File: src/rtl/dvs_ravens_pkg.sv
// Shared DVS/RAVENS definitions: event field widths and the packed event word.
package dvs_ravens_pkg;

  localparam int DVS_X_ADDR_BITS   = 9;
  localparam int DVS_Y_ADDR_BITS   = 9;
  localparam int TIMESTAMP_US_BITS = 32;

  // Storage/transport word, MSB..LSB = {x, y, timestamp, polarity}
  typedef struct packed {
    logic [DVS_X_ADDR_BITS-1:0]   x;
    logic [DVS_Y_ADDR_BITS-1:0]   y;
    logic [TIMESTAMP_US_BITS-1:0] ts;
    logic                         pol;
  } dvs_event_t;

endpackage

File: src/rtl/dvs_event_fifo.sv
// dvs_event_fifo: elastic buffer between the DVS AER receiver and the RAVENS
// consumer.
//
// Each decoded event, strobed by in_valid, is written into a FIFO of
// FIFO_DEPTH entries. The head entry is presented show-ahead on
// out_valid/out_ready. An event that arrives while the FIFO is full and
// nothing is popped is discarded and counted in a saturating drop counter.
//
// Ports:
//   clk, rst_n                      clock, asynchronous active-low reset
//   in_valid, in_x/y/timestamp/polarity   one-cycle event strobe + fields
//   out_ready                       consumer takes the head entry this cycle
//   out_valid, out_x/y/timestamp/polarity head entry (registered)
//   fill_level                      occupancy, 0..FIFO_DEPTH
//   full                            fill_level == FIFO_DEPTH
//   drop_count                      saturating count of discarded events
//   clear_drops                     synchronous clear of drop_count
module dvs_event_fifo
  import dvs_ravens_pkg::*;
#(
  parameter int FIFO_DEPTH    = 16,
  parameter int DROP_CNT_BITS = 16
) (
  input  logic                             clk,
  input  logic                             rst_n,
  input  logic                             in_valid,
  input  logic [DVS_X_ADDR_BITS-1:0]       in_x,
  input  logic [DVS_Y_ADDR_BITS-1:0]       in_y,
  input  logic [TIMESTAMP_US_BITS-1:0]     in_timestamp,
  input  logic                             in_polarity,
  input  logic                             out_ready,
  output logic                             out_valid,
  output logic [DVS_X_ADDR_BITS-1:0]       out_x,
  output logic [DVS_Y_ADDR_BITS-1:0]       out_y,
  output logic [TIMESTAMP_US_BITS-1:0]     out_timestamp,
  output logic                             out_polarity,
  output logic [$clog2(FIFO_DEPTH):0]      fill_level,
  output logic                             full,
  output logic [DROP_CNT_BITS-1:0]         drop_count,
  input  logic                             clear_drops
);

  localparam int AW = $clog2(FIFO_DEPTH);
  localparam logic [DROP_CNT_BITS-1:0] DROP_MAX = '1;

  dvs_event_t mem [FIFO_DEPTH];
  dvs_event_t in_evt, head_q, head_nxt;

  // Pointers carry one extra wrap bit so full and empty are distinguishable.
  logic [AW:0] wr_ptr, rd_ptr, wr_ptr_nxt, rd_ptr_nxt;
  logic        empty, push, pop, drop;

  assign in_evt = '{x: in_x, y: in_y, ts: in_timestamp, pol: in_polarity};

  assign empty = (wr_ptr == rd_ptr);
  assign full  = (wr_ptr[AW] != rd_ptr[AW]) && (wr_ptr[AW-1:0] == rd_ptr[AW-1:0]);

  assign out_valid  = !empty;
  assign fill_level = wr_ptr - rd_ptr;

  assign pop  = out_valid && out_ready;
  // A pop in the same cycle frees the slot, so a full FIFO still accepts.
  assign push = in_valid && (!full || pop);
  assign drop = in_valid && !push;

  assign wr_ptr_nxt = wr_ptr + (AW+1)'(push);
  assign rd_ptr_nxt = rd_ptr + (AW+1)'(pop);

  // Next head: if the incoming event will be the only entry it cannot be read
  // from memory yet (written this same edge), so take it straight from the input.
  always_comb begin
    head_nxt = mem[rd_ptr_nxt[AW-1:0]];
    if (push && (rd_ptr_nxt == wr_ptr)) head_nxt = in_evt;
  end

  always_ff @(posedge clk) begin
    if (push) mem[wr_ptr[AW-1:0]] <= in_evt;
  end

  always_ff @(posedge clk or negedge rst_n) begin
    if (!rst_n) begin
      wr_ptr <= '0;
      rd_ptr <= '0;
      head_q <= '0;
    end else begin
      wr_ptr <= wr_ptr_nxt;
      rd_ptr <= rd_ptr_nxt;
      // Only reload when something will be present; keeps out_* quiet when empty.
      if (wr_ptr_nxt != rd_ptr_nxt) head_q <= head_nxt;
    end
  end

  always_ff @(posedge clk or negedge rst_n) begin
    if (!rst_n) begin
      drop_count <= '0;
    end else if (clear_drops) begin
      // The clear wins, but a drop in the same cycle is still recorded.
      drop_count <= drop ? DROP_CNT_BITS'(1) : '0;
    end else if (drop && (drop_count != DROP_MAX)) begin
      drop_count <= drop_count + 1'b1;
    end
  end

  assign out_x         = head_q.x;
  assign out_y         = head_q.y;
  assign out_timestamp = head_q.ts;
  assign out_polarity  = head_q.pol;

endmodule

File: config.mk
export PLATFORM = sky130hd
export DESIGN_NAME = dvs_event_fifo
export DESIGN_NICKNAME = d
export VERILOG_FILES = /design/src/rtl/dvs_ravens_pkg.sv /design/src/rtl/dvs_event_fifo.sv
export SDC_FILE = /design/constraint.sdc
export NUM_CORES = 1
export LEC_CHECK = 0
export CORE_ASPECT_RATIO = 1.1
export CORE_UTILIZATION = 45
export DETAILED_ROUTE_END_ITERATION = 7
export HOLD_SLACK_MARGIN = 0.12
export RECOVER_POWER = 100
export SLEW_MARGIN = 5
export SYNTH_ARGS = -nofsm -noshare
export SYNTH_HDL_FRONTEND = slang
export SYNTH_SLANG_ARGS = --single-unit
File: constraint.sdc
create_clock -name clk -period 8.5 [get_ports clk]
set_input_delay 1.7 -clock clk [delete_from_list [all_inputs] [get_ports clk]]
set_output_delay 1.7 -clock clk [all_outputs]
set_load 0.02 [all_outputs]
* After elaboration in Yosys (flattened, before gate mapping)
Memories as Yosys holds them, arrays and structs flattened. Index checks and enable logic that the tools add are counted. W data, S select, Z words.
Operators by class: reduce and logical (&&, ||, !) cells 11, $add $sub $neg 4, equality and inequality tests 6, muxes and demuxes 6
Operators with widths (count):
- $mux W51 | 1
- $mux W16 | 2
- $add A16 B1 Y16 const B | 1
- $ne A16 B16 Y1 const B | 1
- $add A5 B1 Y5 | 2
- $eq A5 B5 Y1 | 2
- $logic_and A1 B1 Y1 | 6
- $ne A5 B5 Y1 | 1
- $sub A5 B5 Y5 | 1
- $eq A4 B4 Y1 | 1
- $logic_not A1 Y1 | 3
- $mux W1 | 3
- $reduce_bool A2 Y1 | 1
- $logic_or A1 B1 Y1 | 1
- $ne A1 B1 Y1 | 1
Storage, ports and cells: memory bits (writable) 816, memories 1, flip-flop bits (word level) 77, input bits 56, logic and storage cells 35, output and inout port bits 74
Memory list:
- mem | depth 16, bits a word 51, read ports 1, clocked after memory_dff 0, wr ports 1, RTL line dvs_event_fifo.sv:46 | dvs_event_t mem [FIFO_DEPTH];

* Depth between registers and ports, before layout
word-level depth 10, gate-level depth with buffers 17, mapped depth without buffers 13

* Worst setup path after synthesis
Ideal clock, no wire load.
path kind input -> register, start in out_ready, end mem mem[3][0] in the netlist's numbering (enable), data required time 7.977 ns, arrival time 5.582 ns, buffers on the path 0, cell stages on the path 3, setup time 0.523 ns, slack 2.395 ns, cells stage by stage o31a_1 nand3_1 nor3_1
Between the ends: cells in the longest elaborated chain, start to end 5
Ends and longest elaborated chain:
- start, declared | RTL line dvs_event_fifo.sv:31 | input logic out_ready,
- $logic_and A1 B1 Y1 | RTL line dvs_event_fifo.sv:61 | assign pop = out_valid && out_ready;
- $logic_or A1 B1 Y1 | RTL line dvs_event_fifo.sv:63 | assign push = in_valid && (!full || pop);
- $logic_and A1 B1 Y1 | RTL line dvs_event_fifo.sv:63
- $mux W1 | RTL line dvs_event_fifo.sv:77 | if (push) mem[wr_ptr[AW-1:0]] <= in_evt;
- $mux W1 (not written as such) | RTL line dvs_event_fifo.sv:77
- end, declared | RTL line dvs_event_fifo.sv:46
No other way between the ends.

* Worst setup path after layout
start in out_ready, end reg head_q (netlist bit out_y[3])
Between the ends: cells in the longest elaborated chain, start to end 5
Ends and longest elaborated chain:
- $logic_and A1 B1 Y1 * | RTL line dvs_event_fifo.sv:61
- $add A5 B1 Y5 * | RTL line dvs_event_fifo.sv:67 | assign rd_ptr_nxt = rd_ptr + (AW+1)'(pop);
- via rd_ptr_nxt[1] | RTL line dvs_event_fifo.sv:50 | logic [AW:0] wr_ptr, rd_ptr, wr_ptr_nxt, rd_ptr_nxt;
- parallel branches: the longest is 3 deep, another holds $mem_v2 Z16 W51
- end signal, assigned | RTL line dvs_event_fifo.sv:89 | if (wr_ptr_nxt != rd_ptr_nxt) head_q <= head_nxt;
- end, declared | RTL line dvs_event_fifo.sv:47 | dvs_event_t in_evt, head_q, head_nxt;
Mark *: on every way through the listed nets, which the timed path passes. A chain may end at the register's enable or synchronous reset.

==> Implementation_results.wiki <==
{| class="wikitable"
! Metric !! Value
|-
| Destination of the worst hold path || out_timestamp[4]
|-
| Critical path launch point type || input port
|-
| Areal power density over the cells || roughly 380 nW/µm²
|-
| Number of antenna violations at the first check in global routing || 10
|-
| XOR/XNOR Fraction of Synth Area || 0.858%
|-
| Number of synthesized register bits || a little under 900
|-
| Placement Cell Area || ~37000 µm²
|-
| Post-synthesis share of cell area spent on and, or, nand and nor gates || between 3 and 4%
|-
| Number of synthesized flops with an enable pin || approximately 820
|-
| Num CTS Buffers || ~90
|-
| Post-Synthesis Cells || around 1.7k
|-
| Synth Warn # || 0
|-
| DRC violations left || 0
|-
| Hold/Removal Path Class || register to register
|-
| Ordered cell list for the critical path || dlygate4sd3_1 > and2_0 > ha_1 > ha_1 > buf_12 > xnor2_1 > nand3_1 > nor3_2 > clkbuf_2 > o31ai_1
|-
| Number of slew-limit violations in the final report || between 600 and 700
|-
| Final standard cell utilization of the core || between 50% and 60%
|-
| Maximum operating frequency || 0.154 GHz
|-
| Fraction of the mapped netlist area in compound gates || under 10%
|-
| Final hold slack || roughly 0.47 ns
|-
| Vias in the first global route || 17.6k
|-
| Top area cells in the synthesized netlist || edfxtp_1 71%, mux4_2 13%, dfrtp_1 5.6%
|-
| Fraction of synthesized cell area taken by the top area cell type || between 70% and 80%
|-
| Syn_nets || 1729
|-
| First-pass GRT wire length || between 100 and 150 mm
|-
| Switching power || just under 5 mW
|-
| Proportion of synthesized chip area in sequential cells || around three quarters
|-
| Setup slack of the critical path after layout || ~2.0 ns
|-
| Relative contribution of the clock network to total power || around 25%
|-
| Starting density of the core || 45.6%
|-
| CTS H-tree lvls || 3
|-
| Cell depth of the worst flop-to-flop path || 13
|-
| Initial DRT Pass Iterations || 5
|-
| Detail Route Antenna Nets || 0
|-
| Port bufs || roughly 130
|-
| CTS tree || yes
|-
| Maximum number of pins on one net before global-route repair || about 110
|-
| Number of nets at the end of the flow || around 1.9k
|-
| Critical Path Sink Type || register
|-
| Required time of the critical path || a little under 9 ns
|-
| Post-Synthesis Cell Area || around 35000 µm²
|-
| Later-pin clock latency in the skew report || between 0.6 and 0.7 ns
|-
| Total of hold buffers inserted after clock tree synthesis || 0
|-
| Async SR Flop Fraction || about 8.6%
|-
| Post-CTS setup buffers || 0
|-
| Sequential fraction of design power || 37.4%
|-
| Arithmetic-cell share of the synthesized area counting full adders, half adders and majority gates || less than 1%
|-
| Clock skew || slightly above 0.02 ns
|-
| Detailed-route wire length || about 81 mm
|-
| Fin Setup TNS || 0 ns
|-
| Placed wire-length estimate || roughly 40 mm
|-
| Layout Cell Area excl Fill || around 40000 µm²
|-
| Leading register cell type out of synthesis || edfxtp_1
|-
| Master cell of the clock root buffer || clkbuf_16
|-
| CP most frequent cell || ha_1
|-
| CTS Buffer Depth || 3
|-
| Weighted congestion reported at the end of routability-driven placement || roughly 0.73
|-
| Final global-route overflow total || 0
|-
| Layout cell share with drive strength beyond 1 || between 20% and 30%
|-
| Static Leakage || about 13 nW
|-
| Fillers || 6063
|-
| Dominant combinational cell family by area after synthesis || multiplexers
|-
| Final worst-path cycle share || 76.3%
|-
| Number of vias after detailed routing || between 15k and 20k
|-
| Failing checks || max-capacitance violations, max-slew violations
|-
| Endpoints failing setup || 0
|-
| CTS clock-pin slew for the worst setup and hold paths || around 0.06 ns
|-
| Syn-to-layout area delta || 14.6%
|-
| Slack of the worst reg-to-reg path || a little over 2 ns
|-
| Startpoint of the worst-slack reg-to-reg timing path || rd_ptr[2]
|-
| Worst slew slack as a fraction of its limit || -226%
|-
| Pint || between 10 and 15 mW
|-
| Standard-cell rows || between 100 and 150
|-
| Overall Power || 15.1 mW
|-
| Worst Tran Pin Value || between 4 and 5 ns
|-
| Peak fanout along the critical path || approximately 110
|-
| Reg-to-Reg End || out_y[3]
|-
| Portion of total power attributed to combinational logic || a little under two fifths
|-
| Number of cells after detailed placement || around 2.8k
|-
| Post-placement setup slack || 2.99 ns
|-
| Setup repair after global routing missed its margin || no
|-
| Area enclosed by the die boundary || just under 80000 µm²
|-
| Peak ir drop on the vdd network || around 320 µV
|-
| Worst Hold Launch || out_timestamp[4]
|-
| Slowest cell on the critical path || ha_1
|-
| Switching Share || about a third
|-
| Cell taking the most area after synthesis || edfxtp_1
|-
| Arr. time, crit path || around 7 ns
|-
| Global-route usage over all layers || a little over a fifth
|-
| Cell variety after synth || 42
|-
| Gates resized, CTS repair || 0
|-
| Result of the run || complete, but fails checks
|-
| Horizontal extent of the die || about 270 µm
|-
| Via-per-instance ratio || between 5 and 6
|-
| Y dimension of the die || between 200 and 300 µm
|-
| Post-synthesis average cell area || ~21 µm²
|-
| Multiplexer share of the synthesized area || a little over an eighth
|-
| Area of the core region || 76100 µm²
|-
| Number of hold violations in the final report || 0
|-
| Worst Hold Depth || 2
|-
| Post-DR wirelength/cell || 27.6 µm
|-
| Ports || 130
|-
| Final critical-path required period || roughly 6.5 ns
|-
| Final cell count without fillers || between 2k and 3k
|-
| Maximum Capacitance Violations || 22
|-
| Kind of critical path || input port to register
|-
| Crit-path max cell delay || 1.51 ns
|-
| Clock net sink count || 893
|-
| Drt first-iter violations || approximately 1.4k
|}
==> synth_stat cells, types with 14 or more instances <==
library cell / n
and3_1: 23
inv_1: 14
a22oi_1: 102
mux4_2: 204
nor2_1: 84
clkbuf_1: 45
o31ai_1: 22
o31ai_2: 30
dfrtp_1: 77
nand2_1: 61
edfxtp_1: 816
xor2_1: 21
buf_2: 40
and3_4: 30
==> worst max-delay path by stage <==
| stage | slack [ns] | to | cells after the start | start |
|---|---|---|---|---|
| CTS | 3.31 | fill_level[4] | 8 | wr_ptr[0] |
| global route | 1.71 | out_timestamp[23] | 13 | rd_ptr[2] |
| floorplan | 2.40 | mem[3][0] | 3 | out_ready |
| detailed placement | 2.99 | out_timestamp[26] | 10 | out_ready |
| finish | 2.02 | out_y[3] | 10 | out_ready |
| global placement | 3.00 | out_timestamp[28] | 10 | out_ready |
==> registers in the layout, summed over array words and instances (netlist names) <==
register,flops
mem,816
out_polarity,1
rd_ptr,5
wr_ptr,5
drop_count,16
out_x,9
out_y,9
out_timestamp,32
==> cells by family after synthesis <==
group | count (synthesis)
DFF | 893
muxes | 205
and+or+nand+nor | 240
AOI/OAI and AO/OA | 170
xor gates and xnor gates | 34
buffers and inverters | 111
adders and majority gates | 10
==> worst max-delay path, delay by kind of cell <==
| kind | cells | cell delay [ns] |
|---|---|---|
| adder cells (fa/ha/maj) | 2 | 1.73 |
| buffers and inverters | 3 | 2.45 |
| XOR/XNOR | 1 | 0.19 |
| AO/OA/AOI/OAI | 1 | 0.23 |
| AND/OR/NAND/NOR | 3 | 0.48 |
==> final cells by class <==
class                           instances  area, µm²  area share [%]
Timing Repair Buffer                  163       1530            3.84
Clock inverter                         42        338           0.850
Multi-Input combinational cell        659       7700            19.4
Antenna cell                            5       12.5          0.0315
Tap cell                             1026       1280            3.23
Clock buffer                          124       2420            6.08
Inverter                               14       52.6           0.132
Sequential cell                       893      26400            66.5
==> power by group through the flow <==
stage	clock network, mW	logic [mW]	registers, mW
global route	3.94	6.17	5.70
finish	3.72	5.73	5.65
CTS	3.79	6.08	5.65
detailed placement	0	6.07	5.74
global placement	0	6.00	5.72
floorplan	0	4.21	5.79
==> layer usage <==
layer  up-vias  share of wire, %  GRT usage [%]
met5         -             0.051              0
met4         6               2.0           5.89
met3       115               5.0           3.10
met2       473                53           37.3
met1      9073                40           26.9
li1       7209                 -              -
==> cells in the final DEF (no fill, tap or decap), drive strengths merged, types with 2 or more instances in the layout <==
| master | Yosys | routed |
|---|---|---|
| o22ai | 2 | 2 |
| ha | 9 | 9 |
| a22o | 2 | 2 |
| nand2 | 61 | 61 |
| o31ai | 52 | 52 |
| buf | 52 | 23 |
| clkinvlp | 0 | 6 |
| mux4 | 204 | 204 |
| nor2 | 84 | 84 |
| nand3 | 14 | 14 |
| and4 | 2 | 2 |
| nor3 | 6 | 6 |
| clkinv | 0 | 29 |
| dfrtp | 77 | 77 |
| dlygate4sd3 | 0 | 126 |
| inv | 14 | 18 |
| and3 | 53 | 53 |
| xor2 | 21 | 21 |
| a22oi | 102 | 102 |
| diode | 0 | 5 |
| nand2b | 6 | 6 |
| bufinv | 0 | 3 |
| clkbuf | 45 | 136 |
| xnor2 | 13 | 13 |
| and2 | 3 | 3 |
| nand4 | 7 | 7 |
| edfxtp | 816 | 816 |
| a21oi | 5 | 5 |
| a21o | 2 | 2 |
| clkdlybuf4s50 | 0 | 2 |
(Power assumes the default switching activity.)
